## config.mk

```make
export PLATFORM = sky130hd
export DESIGN_NAME = mul_seq_ctrl
export DESIGN_NICKNAME = d
export VERILOG_FILES = /design/src/rtl/mul_seq_ctrl.sv
export SDC_FILE = /design/constraint.sdc
export NUM_CORES = 1
export LEC_CHECK = 0
export CAP_MARGIN = 20
export CORE_MARGIN = 3
export CORE_UTILIZATION = 55
export DETAILED_ROUTE_END_ITERATION = 10
export PLACE_DENSITY = 0.8
export SETUP_SLACK_MARGIN = 0.3
export SYNTH_ARGS = -nofsm -noshare
export SYNTH_HDL_FRONTEND = slang
export SYNTH_SLANG_ARGS = --single-unit
```

## constraint.sdc

```tcl
create_clock -name clk_i -period 4.15 [get_ports clk_i]
set_input_delay 0.415 -clock clk_i [delete_from_list [all_inputs] [get_ports clk_i]]
set_output_delay 0.415 -clock clk_i [all_outputs]
set_load 0.005 [all_outputs]
```

## src/rtl/mul_seq_ctrl.sv

```systemverilog
// mul_seq_ctrl: sequential unsigned 32x32->64 shift-add multiplier (optional macro MUL_ZERO_BYPASS_EN)
module full_adder_32bit (
   input  logic [31:0] A_i,
   input  logic [31:0] Y_i,
   input  logic        C_i,
   output logic [31:0] S_o,
   output logic        c_o
);
   assign {c_o, S_o} = {1'b0, A_i} + {1'b0, Y_i} + {32'b0, C_i};
endmodule

module mul_seq_ctrl #(
   parameter int ITER = 32
) (
   input  logic        clk_i,
   input  logic        rst_ni,
   input  logic        start_i,
   input  logic [31:0] a_i,
   input  logic [31:0] b_i,
   input  logic        flush_i,
   output logic        busy_o,
   output logic        done_o,
   output logic [63:0] product_o
);
   typedef enum logic [1:0] {IDLE, RUN, DONE} state_t;
   state_t      state, state_nx;
   logic [31:0] mcand, mplier, hi, lo, s, y;
   logic [5:0]  cnt;
   logic [63:0] prod_q;
   logic        c, accept, last, zero;
   assign y = mplier[0] ? mcand : 32'h0;
   full_adder_32bit u_add (.A_i(hi), .Y_i(y), .C_i(1'b0), .S_o(s), .c_o(c));
   assign accept = start_i && !flush_i && (state != RUN);
   assign last   = cnt == 6'(ITER - 1);
`ifdef MUL_ZERO_BYPASS_EN
   assign zero = (a_i == 32'h0) || (b_i == 32'h0);
`else
   assign zero = 1'b0;
`endif
   assign busy_o    = state == RUN;
   assign done_o    = state == DONE;
   assign product_o = prod_q;
   // next state: flush wins, RUN counts down to DONE, a new accept restarts from IDLE/DONE
   always_comb begin
      state_nx = IDLE;
      if (flush_i) state_nx = IDLE;
      else if (state == RUN) state_nx = last ? DONE : RUN;
      else if (accept) state_nx = zero ? DONE : RUN;
   end
   // datapath: load operands on accept, one shift-add step per RUN cycle, capture product on the last step
   always_ff @(posedge clk_i or negedge rst_ni) begin
      if (!rst_ni) begin
         state  <= IDLE;
         mcand  <= '0;
         mplier <= '0;
         hi     <= '0;
         lo     <= '0;
         cnt    <= '0;
         prod_q <= '0;
      end else begin
         state <= state_nx;
         if (accept) begin
            mcand  <= a_i;
            mplier <= b_i;
            hi     <= '0;
            lo     <= '0;
            cnt    <= '0;
            if (zero) prod_q <= '0;
         end else if (state == RUN) begin
            hi     <= {c, s[31:1]};
            lo     <= {s[0], lo[31:1]};
            mplier <= mplier >> 1;
            cnt    <= cnt + 6'd1;
            if (last && !flush_i) prod_q <= {c, s, lo[31:1]};
         end
      end
   end
endmodule

```

==> key figures <==
Status
  – Outcome: complete, no violations

Synthesis
  – Seq/Total Area, Yosys: 52.3%
  – Flops & latches, synth: between 150 and 200
  – Number of library cell types mapped by synthesis: 56
  – Syn Nets: between 1,000 and 1,500
  – Ys Warns: 0
  – Async SR Flop Fraction: between 90% and 100%
  – Most used DFF post-synth: dfrtp_1
  – Cell area after synthesis: 9520 sq um
  – Syn Area/Cell: 10.2 sq um
  – Mapped Cells: between 900 and 1,000
  – Post-synth EDFFs: 0

STA
  – Hold WS: approximately 0.11 ns
  – Min Tclk post-route: 3.30 ns
  – RSZ-0062 raised after global routing: false
  – Fin. max-slew vios: 0
  – Setup ws final: 0.850 ns
  – Hold Vio Cnt, Final: 0
  – Slew @ Worst Pin: 1.02 ns
  – Final setup TNS: 0 ns
  – Max Clk Rate: between 300 and 400 MHz
  – Finish-stage setup viols: 0
  – Skew final: between 0.009 and 0.01 ns
  – Relative slew slack: around 32%
  – Final Cycle Share: slightly below 80%

Detailed routing
  – Drt pass-1 iters: 7
  – Vias per cell: ~5.6
  – Wirelength per Cell: around 17 microns
  – Antenna-violating nets left: 0
  – DRT Wirelength: approximately 22 mm
  – Vias: between 7,000 and 8,000
  – Initial drt markers: 471
  – Post-route DRC: 0

Power and ir drop
  – Leak: about 5.6 nW
  – PnR Total Power: around 5.6 mW
  – Maximum VDD drop: ~0.31 mV
  – Cell Pwr Density: 485 nW/um^2

GRT
  – Initial antenna violation count: 0
  – Number of global-route vias before repair: 7,138
  – Largest net degree at the start of global routing: ~130
  – All-layer global routing usage: between 20% and 30%
  – First-pass GRT wire length: 36.1 mm
  – Global route overflow: 0

Die
  – Die W: roughly 140 microns
  – Initial Utilization: a little under three fifths
  – Vert. Die Dim: 138 microns
  – Row Count: between 40 and 50
  – Core footprint: approximately 17,000 sq um
  – IO Count: approximately 130
  – Die area: about 19,000 sq um

Layout
  – Most common cell after layout, fill and taps aside: nand2_1
  – Layout cells sized above 1: approximately a tenth
  – Area delta synth->final: 22.0%
  – Nets: between 1,000 and 1,500
  – Post-layout util: 69.3%
  – Cell area after layout: 11,600 sq um
  – Post-Layout Cell Count: ~1,300
  – Commonest non-fill, non-tap cells in the layout: nand2_1, dfrtp_1, clkdlybuf4s50_1
  – Inserted Diodes: 0

Clock tree
  – Postcts setup bufs: 0
  – CTS tree: built
  – Clock Path Buffers: 2
  – CTS H-tree lvls: 4
  – Reg clk slew, reported paths: about 0.07 ns
  – Post-cts sizing count: 0
  – Worst-Skew Late Latency: roughly 0.44 ns
  – Clk root buf: clkbuf_16
  – Clock sinks: just under 200
  – TritonCTS Buffers: 17
  – Cts hold-fix bufs: 0

Placement
  – Dpl cells: around 1,200
  – Port Buffers: between 100 and 150
  – GP Congestion: slightly below 0.9
  – Placed standard-cell area: 11,000 sq um
  – DP Worst Slack: between 0.8 and 0.9 ns
  – Post-detail-place hpwl: between 10 and 15 mm

Worst setup path
  – Setup Crit Path Kind: flop to flop
  – CP endpoint kind: flop
  – CP max FO: 22
  – Critical path required time: approximately 4.5 ns
  – Worst R2R Path Depth: 11
  – Startpoint types: flop
  – Crit path arrival time: approximately 3.6 ns

Flow run
  – MaxCap Viol Count: 0

Worst hold path
  – HP Class: primary input to async pin
==> power by group <==
part           switching [mW]  internal (mW)  total, mW
Combinational           0.898          0.689       1.59
Clock                   0.821          0.871       1.69
Sequential              0.171           2.18       2.35
Total                    1.89           3.74       5.63
==> cell usage after synthesis (4+ instances only) <==
cell type | n | area share [%]
and2_1 | 37 | 2.4
a21oi_1 | 26 | 1.4
dfrtp_1 | 199 | 52
o21ai_1 | 5 | 0.26
clkbuf_1 | 42 | 1.7
nand2_1 | 239 | 9.4
o21a_1 | 6 | 0.47
xor2_1 | 12 | 1.1
o21ai_0 | 13 | 0.68
o211ai_1 | 4 | 0.32
nor2b_1 | 6 | 0.39
and3_1 | 8 | 0.53
a22o_1 | 61 | 5.6
nand3_1 | 7 | 0.37
buf_2 | 10 | 0.53
a21o_1 | 19 | 1.5
xnor2_1 | 16 | 1.5
nor2_1 | 46 | 1.8
a31oi_1 | 35 | 2.3
nand4_1 | 8 | 0.53
nand2b_1 | 7 | 0.46
nor3_1 | 6 | 0.32
mux2_2 | 44 | 5.2
ha_1 | 33 | 4.3
==> routing by layer <==
layer	vias to the layer above	part of all wire [%]	track usage [%]
li1	3474	-	-
met1	3499	45	32.7
met2	189	49	39.7
met3	34	3.6	3.73
met4	0	2.1	8.43
met5	-	0	0
==> cell type report <==
cell class,count,area (sq um)
flip-flops and latches,199,4980
clock buffers,17,425
multi-input cells,676,4310
clock inverters,15,178
repair buffers,145,1430
well taps,220,275
fillers,1318,5150
inverters,5,18.8
==> worst max-delay path, stage by stage, from the launching register on <==
cell and delay (ns):
dfrtp_1 0.62, and2_1 0.26, ha_1 0.20, fa_1 0.41
a21o_1 0.24, a221oi_4 0.36, o21ai_1 0.13, nand4_1 0.15
a31oi_1 0.15, a221oi_2 0.27, xnor2_1 0.12, mux2_2 0.27
==> registers in the layout, summed over array words and instances, names as in the netlist <==
name,count
state,2
product_o,64
hi,32
mplier,32
mcand,32
lo,31
cnt,6
==> cell families after synthesis <==
logic type / count (synthesis) / synth area share (%)
AOI/OAI and AO/OA: 198 / 15.8
xor gates and xnor gates: 28 / 2.58
adders and majority gates: 34 / 4.55
buffers and inverters: 61 / 2.62
DFF: 199 / 52.3
muxes: 44 / 5.20
and+or+nand+nor: 372 / 16.9
==> worst paths after layout <==
path | from | to | slack [ns]
max | mplier[0]$_DFFE_PN0P_ | product_o[61]$_DFFE_PN0P_ | 0.85
min | rst_ni | product_o[27]$_DFFE_PN0P_ | 0.11
max reg2reg | mplier[0]$_DFFE_PN0P_ | product_o[61]$_DFFE_PN0P_ | 0.85
min reg2reg | product_o[16]$_DFFE_PN0P_ | product_o[16]$_DFFE_PN0P_ | 0.47
max in group asynchronous | rst_ni | product_o[16]$_DFFE_PN0P_ | 3.05
min in group clk_i | product_o[16]$_DFFE_PN0P_ | product_o[16]$_DFFE_PN0P_ | 0.47
Power figures use the tool's default switching activity.
